$ cat config.mk
export PLATFORM = sky130hd
export DESIGN_NAME = pattern_sweeper
export DESIGN_NICKNAME = d
export VERILOG_FILES = /design/src/rtl/pattern_sweeper_pkg.sv /design/src/rtl/pattern_hold_timer.sv /design/src/rtl/pattern_sweeper.sv
export SDC_FILE = /design/constraint.sdc
export NUM_CORES = 1
export LEC_CHECK = 0
export BUFFER_PORTS_ARGS = -buffer_cell sky130_fd_sc_hd__buf_2
export CAP_MARGIN = 20
export CORE_MARGIN = 1.5
export CORE_UTILIZATION = 53
export CTS_CLUSTER_DIAMETER = 60
export DETAILED_ROUTE_END_ITERATION = 7
export PLACE_DENSITY = 0.8
export REMOVE_ABC_BUFFERS = 1
export SYNTH_ARGS = -nofsm -noshare
export SYNTH_HDL_FRONTEND = slang
export SYNTH_SLANG_ARGS = --single-unit
$ cat constraint.sdc
create_clock -name clk -period 2.5 [get_ports clk]
set_input_delay 0.25 -clock clk [delete_from_list [all_inputs] [get_ports clk]]
set_output_delay 0.25 -clock clk [all_outputs]
set_load 0.01 [all_outputs]
$ cat src/rtl/pattern_sweeper_pkg.sv
// rtl/pattern_sweeper_pkg.sv - shared types and helpers for the exhaustive pattern sweeper
package pattern_sweeper_pkg;

  localparam int MAX_IN  = 8;
  localparam int MAX_OUT = 8;
  localparam int MAX_TBL = MAX_OUT << MAX_IN;

  typedef enum logic [1:0] {
    IDLE = 2'd0,
    RUN  = 2'd1,
    DONE = 2'd2
  } state_t;

  // Sweep-order mapping from a linear vector index to the value driven on stim.
  function automatic logic [MAX_IN-1:0] to_code(input logic [MAX_IN-1:0] idx, input logic gray);
    return gray ? (idx ^ (idx >> 1)) : idx;
  endfunction

  // Expected response for stim value v; bits at and above n_out come back as zero.
  function automatic logic [MAX_OUT-1:0] exp_slice(input logic [MAX_TBL-1:0] tbl,
                                                   input logic [MAX_IN-1:0] v,
                                                   input int n_out);
    logic [MAX_OUT-1:0] r;
    logic [10:0]        pos;
    r = '0;
    for (int b = 0; b < MAX_OUT; b++) begin
      pos = 11'(v) * 11'(n_out) + 11'(b);
      if (b < n_out) r[b] = tbl[pos];
    end
    return r;
  endfunction

endpackage

$ cat src/rtl/pattern_hold_timer.sv
// rtl/pattern_hold_timer.sv - per-vector hold counter with a last-hold-cycle strobe
module pattern_hold_timer #(
  parameter int HOLD = 10
) (
  input  logic clk,
  input  logic rst_n,
  input  logic clear,
  input  logic en,
  output logic last
);

  localparam int HW = (HOLD > 1) ? $clog2(HOLD) : 1;

  logic [HW-1:0] hold_cnt;

  assign last = en && (hold_cnt == HW'(HOLD - 1));

  always_ff @(posedge clk) begin
    if (!rst_n || clear) begin
      hold_cnt <= '0;
    end else if (en) begin
      hold_cnt <= last ? '0 : hold_cnt + 1'b1;
    end
  end

endmodule

$ cat src/rtl/pattern_sweeper.sv
// rtl/pattern_sweeper.sv - drives every input combination into a combinational DUT and checks it
module pattern_sweeper
  import pattern_sweeper_pkg::*;
#(
  parameter int N_IN  = 3,
  parameter int N_OUT = 1,
  parameter int HOLD  = 10,
  parameter int GRAY  = 0
) (
  input  logic                     clk,
  input  logic                     rst_n,
  input  logic                     start,
  input  logic [(N_OUT<<N_IN)-1:0] exp_table,
  input  logic [N_OUT-1:0]         dut_out,
  output logic [N_IN-1:0]          stim,
  output logic                     busy,
  output logic                     done,
  output logic                     pass,
  output logic [N_IN:0]            err_cnt,
  output logic [N_IN-1:0]          first_err
);

  localparam int          N_VEC    = 1 << N_IN;
  localparam logic [N_IN:0] LAST_IDX = (N_IN + 1)'(N_VEC - 1);

  state_t        state;
  logic [N_IN:0] idx;
  logic [N_IN:0] idx_nxt;
  logic          gray_en;
  logic          accept;
  logic          last;
  logic          mismatch;

  assign gray_en = (GRAY != 0);
  assign idx_nxt = idx + 1'b1;
  assign accept  = start && (state != RUN);

  // Upper bits of the table slice are zero, so comparing at full width is exact.
  assign mismatch = exp_slice(MAX_TBL'(exp_table), MAX_IN'(stim), N_OUT) != MAX_OUT'(dut_out);

  pattern_hold_timer #(
    .HOLD (HOLD)
  ) u_timer (
    .clk   (clk),
    .rst_n (rst_n),
    .clear (accept),
    .en    (state == RUN),
    .last  (last)
  );

  always_ff @(posedge clk) begin
    if (!rst_n) begin
      state     <= IDLE;
      idx       <= '0;
      stim      <= '0;
      busy      <= 1'b0;
      done      <= 1'b0;
      pass      <= 1'b0;
      err_cnt   <= '0;
      first_err <= '0;
    end else begin
      case (state)
        IDLE, DONE: begin
          if (start) begin
            state     <= RUN;
            idx       <= '0;
            stim      <= N_IN'(to_code('0, gray_en));
            busy      <= 1'b1;
            done      <= 1'b0;
            pass      <= 1'b0;
            err_cnt   <= '0;
            first_err <= '0;
          end
        end
        RUN: begin
          if (last) begin
            if (mismatch) begin
              err_cnt <= err_cnt + 1'b1;
              if (err_cnt == '0) first_err <= stim;
            end
            if (idx == LAST_IDX) begin
              state <= DONE;
              busy  <= 1'b0;
              done  <= 1'b1;
              stim  <= '0;
              pass  <= (err_cnt == '0) && !mismatch;
            end else begin
              idx  <= idx_nxt;
              stim <= N_IN'(to_code(MAX_IN'(idx_nxt[N_IN-1:0]), gray_en));
            end
          end
        end
        default: state <= IDLE;
      endcase
    end
  end

endmodule

# After elaboration in Yosys (flattened, before gate mapping)
# Cells that the tools add are included.
# word_totals
reg_bits,23
out_inout_bits,13
# op_classes
n_addsub,3
order_cmp,1
eq_ne,12
n_mux,33
n_reduce_logical,16
# ops
op,count
4-bit 2-to-1 mux,6
3-bit 2-to-1 mux,6
4-bit case mux with 2 select lines,2
4-bit by 1-bit adder with 4-bit output (second input constant),3
3-bit by 12-bit < comparator with 1-bit output (second input constant),1
2-bit inequality test (second input constant),6
3-bit case mux with 2 select lines,2
4-bit AND reduction,3
1-bit 2-to-1 mux,9
2-bit 2-to-1 mux,3
1-bit case mux with 2 select lines,3
3-bit AND reduction,2
5-bit AND reduction,1
4-bit by 3-bit equality test with 1-bit output (second input constant),1
4-bit equality test (second input constant),1
4-bit zero test,1
2-bit case mux with 2 select lines,1
1-bit binary-select mux with 3-bit select,1
1-bit logical AND,3
2-bit by 1-bit equality test with 1-bit output (second input constant),1
2-bit equality test (second input constant),1
1-bit zero test,2
2-bit zero test,1
2-bit by 1-bit inequality test with 1-bit output (second input constant),1
4 further kinds,4

# Longest topological paths before layout
# Gate-level depths: netlist (run 1).
# logic_depth
word_depth,8
depth_mapped,9

# Cells and area by module
# Synthesis (run 1) repeated with hierarchy kept, for this count alone.
# hier_totals
cells_unflattened,147
hier_area_um2,1249.9
# modules_own_cells
module,n_inst,cells_per_inst,area_each_um2
pattern_sweeper,1,124,1043.5
pattern_hold_timer,1,23,206.4

# Least setup slack after synthesis (run 1)
# Ideal clock, no wire load.
# synth_timing
kind,reg2reg
start,reg stim[0]
end,reg err_cnt[2]
t_arrival_ns,1.889
path_slack_ns,0.535
stages_incl_launch_ff,6
path_buffers,0
cell_sequence,dfxtp_1 mux4_2 mux2i_4 xor2_2 or4_1 a31oi_1
# synth_via
elab_chain_len,5
# synth_rtl
item,line,rtl
"start, declared",pattern_sweeper.sv:15,"output logic [N_IN-1:0] stim,"
"start signal, assigned",pattern_sweeper.sv:67,"stim <= N_IN'(to_code('0, gray_en));"
"start signal, assigned",pattern_sweeper.sv:89,"stim <= N_IN'(to_code(MAX_IN'(idx_nxt[N_IN-1:0]), gray_en));"
1-bit binary-select mux with 3-bit select,pattern_sweeper_pkg.sv:28,if (b < n_out) r[b] = tbl[pos];
1-bit 2-to-1 mux (implied by the code),pattern_sweeper_pkg.sv:28,
1-bit inequality test,pattern_sweeper.sv:39,"assign mismatch = exp_slice(MAX_TBL'(exp_table), MAX_IN'(stim), N_OUT) != MAX_OUT'(dut_out);"
2-bit inequality test (no line),n/a,
4-bit AND reduction (no line),n/a,
"end signal, assigned",pattern_sweeper.sv:78,err_cnt <= err_cnt + 1'b1;
"end, declared",pattern_sweeper.sv:19,"output logic [N_IN:0] err_cnt,"
# No other way between the ends. The select of a mux whose other input is x is not followed.
# A chain may end at the register's enable or synchronous reset.

# Worst setup path after layout (run 1)
# layout_timing
start,reg u_timer.hold_cnt[0]
end,reg idx[2]
# layout_via
elab_chain_len,4
# layout_rtl
item,line,rtl
"start, declared",pattern_hold_timer.sv:14,logic [HW-1:0] hold_cnt;
"start signal, assigned",pattern_hold_timer.sv:22,hold_cnt <= last ? '0 : hold_cnt + 1'b1;
4-bit equality test,pattern_hold_timer.sv:16,assign last = en && (hold_cnt == HW'(HOLD - 1));
1-bit logical AND,pattern_hold_timer.sv:16,
2-bit inequality test (no line),n/a,
4-bit AND reduction (no line),n/a,
"end signal, assigned",pattern_sweeper.sv:88,idx <= idx_nxt;
"end, declared",pattern_sweeper.sv:27,logic [N_IN:0] idx;
# No other way between the ends.

==> metrics, run 1 <==
initial core utilization 0.5839; Clock Latency Late Sink 320 ps; Via density around 6; largest family of logic cells by synthesized area simple AND/OR/NAND/NOR gates; PortBufs 24; drt pass-1 iters 5; max-slew violations 0; Post-Route WL 2.642 mm; # Post-CTS Setup Buffers 0; hpwl dp about 2.0 mm; FMAX slightly below 500 MHz; Setup TNS Final 0 ps; Syn Inst Count roughly 150; Placer Congestion between 0.8 and 0.9; Mapped Avg Cell Area between 8 and 9 µm²; CTS-repair resized insts 0; crit path cell chain ha_1, and3b_1, nand3_1, and2_1, or4b_1, a21oi_1; mux share of post-synthesis cell area 0.08185; die span in x between 50 and 60 µm; number of distinct library cells after synthesis 31; pre-CTS setup slack a little under 500 ps; LEAKAGE around 0.53 nW; layout cell share with drive strength beyond 1 0.2096; Pint around 0.46 mW; maxcap violations 0; DRT iter0 DRCs 38; RSZ-0062 raised after global routing false; Simple-Gate Fraction of Synth Area 0.2760; Setup-failing EPs final 0; Worst Clk Skew between 3 and 4 ps; xor/xnor share of the synthesized area 0.02099; CTS Hold Bufs 0; post-route cell area 0.001359 mm²; core box area between 0.002 and 0.0025 mm²; Fillers 179; crit path time final slightly above 2000 ps; M2 GR Usage 0.4211; top-area cell type share of the netlist area 0.3861; busiest grt layer met2; TritonCTS clock tree yes; PD cells ~460 mW/mm²; sw power 0.1672 mW; DR vias 1140; Multi-input gate area slightly below 700 µm²; Worst-Margin Slew just under 500 ps; clock tree buffer depth 2; Clock Power Share 0.284; dpl cell area roughly 0.0013 mm²; Max VDD drop 0.0003451 V; H-tree levels 1; WHS roughly 230 ps; ANT cells 0; status complete, no violations; antenna viol nets, final 0; Finished Layout Cells 194; fin crit share 0.8192; Die Y 50.43 µm; initial antenna violation count 0; Synth Register Bits 23; clock sinks 23; final core utilization 0.6654; CTS Root Cell clkbuf_4; total global-route track usage 0.2289; total power 0.6239 mW; type of origin of the critical path flop; Final nets 185; GR Util met1 0.2849; post-synthesis sequential area ratio 0.3861; first-pass GRT wire length 4.505 mm; M3 GR Usage 0.02679; io pins 25; vias in the first global route about 1000; critical path data arrival time 2290 ps; Sw Share 0.2680; cell area after synthesis 0.001192 mm²; DP Cell Count 190; Synth area leader dfxtp_1; pin count of the biggest net entering global routing 18; Cell Rows 16; Comb pwr share 0.116; post-synthesis adder-cell area fraction 0.05247; most frequent cells in the layout 24 x buf_2, 23 x dfxtp_1, 20 x nor2_1, 15 x a21oi_1, 14 x nand3_1; gr ovfl total 0; Area contributors post-synth dfxtp_1 39%, a21oi_1 6.3%, nor2_1 6.3%; Critical Path Max Stage Delay 520 ps; FF+latch area 460.4 µm²; Seq pwr share 0.601; Synth Area in Compound Gates 0.1385; crit end category flop; WP data required 2750 ps; Inserted Clock Buffers 3; clk slew on worst S/H paths 130 ps; area growth from synthesis to layout 13.96%; final setup margin 452.0 ps; worst-path fanout max 7; Max-slew headroom 0.6685; Worst Hold Class input pin to flop; drt wl/cell approximately 14 µm; die area around 0.0025 mm²; DRC Markers 0; Worst path slowest cell or4b_1; Setup CP Type flop to flop; commonest non-fill, non-tap cell in the layout buf_2; Syn. warnings 0; Hold Fails Final Rpt 0
[power groups by stage]
| stage | registers (mW) | clock network (mW) | logic, mW |
|---|---|---|---|
| 2_1_floorplan | 0.383 | 0 | 0.0416 |
| 3_3_place_gp | 0.382 | 0 | 0.0690 |
| 3_5_place_dp | 0.383 | 0 | 0.0708 |
| 4_1_cts | 0.375 | 0.177 | 0.0710 |
| 5_1_grt | 0.376 | 0.192 | 0.0807 |
| 6_report | 0.375 | 0.177 | 0.0721 |
[Yosys cell counts]
master,number
mux2i_4,1
mux2i_1,3
and3b_1,1
and2_1,1
nor3b_1,1
inv_1,5
or3_1,3
nand4_1,2
xor2_2,1
nand2b_1,2
nand3b_1,3
o211ai_1,2
a31oi_1,4
a211oi_1,1
dfxtp_1,23
nor2b_1,1
a21oi_1,15
mux4_2,2
o21ai_0,7
ha_1,5
nand2_1,9
or4b_1,1
xnor2_1,1
nor3_2,1
nor3_1,4
nor2_1,20
clkbuf_1,8
a21boi_0,1
or4_1,2
nand3_1,14
clkinv_1,1
[worst max-delay path, delay by kind of cell (launching register included)]
family	cells	cell delay, ps
and+or+nand+nor	4	1220
AOI/OAI and AO/OA	1	150
adders and majority gates	1	200
DFF	1	420
[routing by layer]
layer / routed length, µm / vias up
li1: - / 558
met3: 171 / 3
met5: 0 / -
met4: 13 / 0
met1: 1107 / 537
met2: 1350 / 42
[kinds of logic after synthesis]
family | Yosys count
buffers and inverters | 14
XOR/XNOR | 2
multiplexers | 6
AND/OR/NAND/NOR | 65
adder cells (fa/ha/maj) | 5
flip-flops | 23
AO/OA/AOI/OAI | 30
[final timing paths]
kind / start / endpoint / slack [ps] / depth (start not counted)
worst min-delay path: rst_n / u_timer.hold_cnt[3]$_SDFFE_PP0P_ / 230 / 3
worst max register to register: u_timer.hold_cnt[0]$_SDFFE_PP0P_ / idx[2]$_SDFFE_PN0P_ / 450 / 6
worst max-delay path: u_timer.hold_cnt[0]$_SDFFE_PP0P_ / idx[2]$_SDFFE_PN0P_ / 450 / 6
worst min register to register: pass$_SDFFE_PN0P_ / pass$_SDFFE_PN0P_ / 470 / 2
[registers in the layout (all words and copies together) (netlist names)]
name and cells:
pass 1, done 1, state 2, err_cnt 4, stim 3, busy 1
idx 4, u_timer.hold_cnt 4, first_err 3
[area by class of cell]
class / instances / share of cell area
clock buffer: 3 / 0.01657
multi-input combinational: 108 / 0.5000
inverter: 6 / 0.01657
clock inverter: 1 / 0.003683
timing repair buffer: 26 / 0.09945
tap: 27 / 0.02486
sequential: 23 / 0.3389
Note: power is estimated with default switching activity, not from simulation.
==> run 2, diff against run 1 <==
clock period = 2 ns   (was 2.5 ns; I/O delays follow)
==> run 2 against run 1 <==
Against the previous run:
- cell area grew 6.2%
- worst setup slack got worse by 420 ps
- non-clock buffer count increased by 8
- combinational power is 53% higher
- utilization is 4.1 points higher
- global-route usage rose by 2.2 points
- largest cell class unchanged
==> metrics, run 2 (same netlist as run 1, synthesis figures left out) <==
crit path cell chain mux4_2, mux2i_4, xor2_4, or4_1, a31oi_1; Largest regs err_cnt x4, idx x4, u_timer.hold_cnt x4; fin crit share 0.9840; final core utilization 0.7065; die span in x between 50 and 60 µm; Post-Route WL about 2.9 mm; hold endpoint first_err[1]$_SDFFE_PN0P_; Pint between 0.5 and 0.6 mW; Die Y approximately 50 µm; Worst path slowest cell mux4_2; Setup CP Type flop to flop; Finished Layout Cells 202; WP data required between 2000 and 2500 ps; RR Startpoint stim[0]$_SDFFE_PN0P_; PortBufs 24; worst-path fanout max 8; pre-CTS setup slack between 6 and 7 ps; ANT cells 0; hold_sp rst_n; Critical Path Max Stage Delay 530 ps; TritonCTS clock tree yes; r2r worst-path depth 5; DRC Markers 0; CTS Hold Bufs 0; sw power about 0.2 mW; Worst Clk Skew around 2.4 ps; vias in the first global route around 1100; area growth from synthesis to layout 20.99%; clock tree buffer depth 2; commonest non-fill, non-tap cell in the layout buf_2; layout cell share with drive strength beyond 1 0.2571; pin count of the biggest net entering global routing 18; Hold Fails Final Rpt 0; Setup TNS Final 0 ps; Clock Power Share 0.271; WHS approximately 230 ps; Seq pwr share 0.589; Fillers 187; clk slew on worst S/H paths 120 ps; Worst-Margin Slew 499.1 ps; hpwl dp about 2.2 mm; die area 0.002543 mm²; post-route cell area between 0.001 and 0.0015 mm²; crit end category flop; Max VDD drop 0.0005528 V; r2r setup slk 30 ps; first-pass GRT wire length 4.871 mm; DR vias 1147; FMAX roughly 510 MHz; final setup margin 32.03 ps; max-slew violations 0; most frequent cells in the layout 24 x buf_2, 22 x dfxtp_1, 20 x nor2_1, 15 x a21oi_1, 14 x nand3_1; total power just under 0.8 mW; Clock Latency Late Sink roughly 300 ps; type of origin of the critical path flop; crit path time final 1968 ps; Via density 5.678; LEAKAGE ~0.57 nW; CTS Root Cell clkbuf_4; DP Cell Count 198; DRT iter0 DRCs 38; RSZ-0062 raised after global routing true; antenna viol nets, final 0; Cell Rows 16; Inserted Clock Buffers 3; total global-route track usage 0.2508; clock sinks 23; Setup-failing EPs final 0; status complete, no violations; initial core utilization 0.5839; initial antenna violation count 0; Worst Hold Class input pin to flop; drt wl/cell 14.27 µm; Final nets ~190; Sw Share 0.2597; critical path data arrival time roughly 2200 ps; PD cells roughly 550 mW/mm²; Max-slew headroom 0.6652; core box area 0.002042 mm²; gr ovfl total 0; Placer Congestion ~0.8; hold path cells 3; reg2reg end err_cnt[3]$_SDFFE_PN0P_; drt pass-1 iters 4; maxcap violations 0; Comb pwr share 0.140; dpl cell area ~0.0014 mm²; io pins 25; H-tree levels 1
run 2: changes by cell type in the layout (fill, tap and decap cells not counted), sizes merged:
cell    before  now
buf         26   34
clkbuf       3    4
clkinv       2    1
run 2: timing repair:
item	in CTS	in global routing
gates resized for setup	1	5
endpoints found under the hold margin	0	0
pin swaps	0	6
setup buffers	0	0
setup endpoints to repair	4	8
run 2: power groups by stage:
stage / clock network (mW) / logic [mW] / registers (mW)
after floorplan: 0 / 0.0520 / 0.478
after global placement: 0 / 0.0990 / 0.477
after detailed placement: 0 / 0.102 / 0.477
after CTS: 0.218 / 0.102 / 0.467
after global routing: 0.233 / 0.121 / 0.467
final: 0.214 / 0.110 / 0.466
run 2: layout make-up:
class | count | area, µm² | area share
Clock buffer | 4 | 26.28 | 0.01821
Inverter | 6 | 22.52 | 0.01561
Sequential cell | 23 | 464.2 | 0.3218
Tap cell | 27 | 33.78 | 0.02342
Multi-Input combinational cell | 108 | 700.7 | 0.4857
Timing Repair Buffer | 34 | 195.2 | 0.1353
run 2: worst max-delay path, delay by kind of cell, from the launching register on:
kind,cells,cell delay (ps)
DFF,1,390
xor gates and xnor gates,1,160
AOI/OAI and AO/OA,1,130
muxes,2,790
and+or+nand+nor,1,430
run 2: worst max-delay path by stage:
stage	start	to	slack, ps	cells past startpoint
after floorplan	state[0]$_SDFFE_PN0P_	err_cnt[1]$_SDFFE_PN0P_	-70	4
after global placement	stim[0]$_SDFFE_PN0P_	err_cnt[3]$_SDFFE_PN0P_	100	5
after detailed placement	stim[0]$_SDFFE_PN0P_	err_cnt[3]$_SDFFE_PN0P_	7	5
after CTS	stim[0]$_SDFFE_PN0P_	err_cnt[3]$_SDFFE_PN0P_	20	5
after global routing	stim[0]$_SDFFE_PN0P_	err_cnt[3]$_SDFFE_PN0P_	-60	5
final	stim[0]$_SDFFE_PN0P_	err_cnt[3]$_SDFFE_PN0P_	30	5
run 2: routing by layer:
metal | GRT usage | up-vias | part of all wire
met5 | 0 | - | 0
met4 | 0.08559 | 0 | 0.018
met1 | 0.3188 | 529 | 0.43
met3 | 0.02976 | 4 | 0.048
li1 | - | 573 | -
met2 | 0.4386 | 41 | 0.51
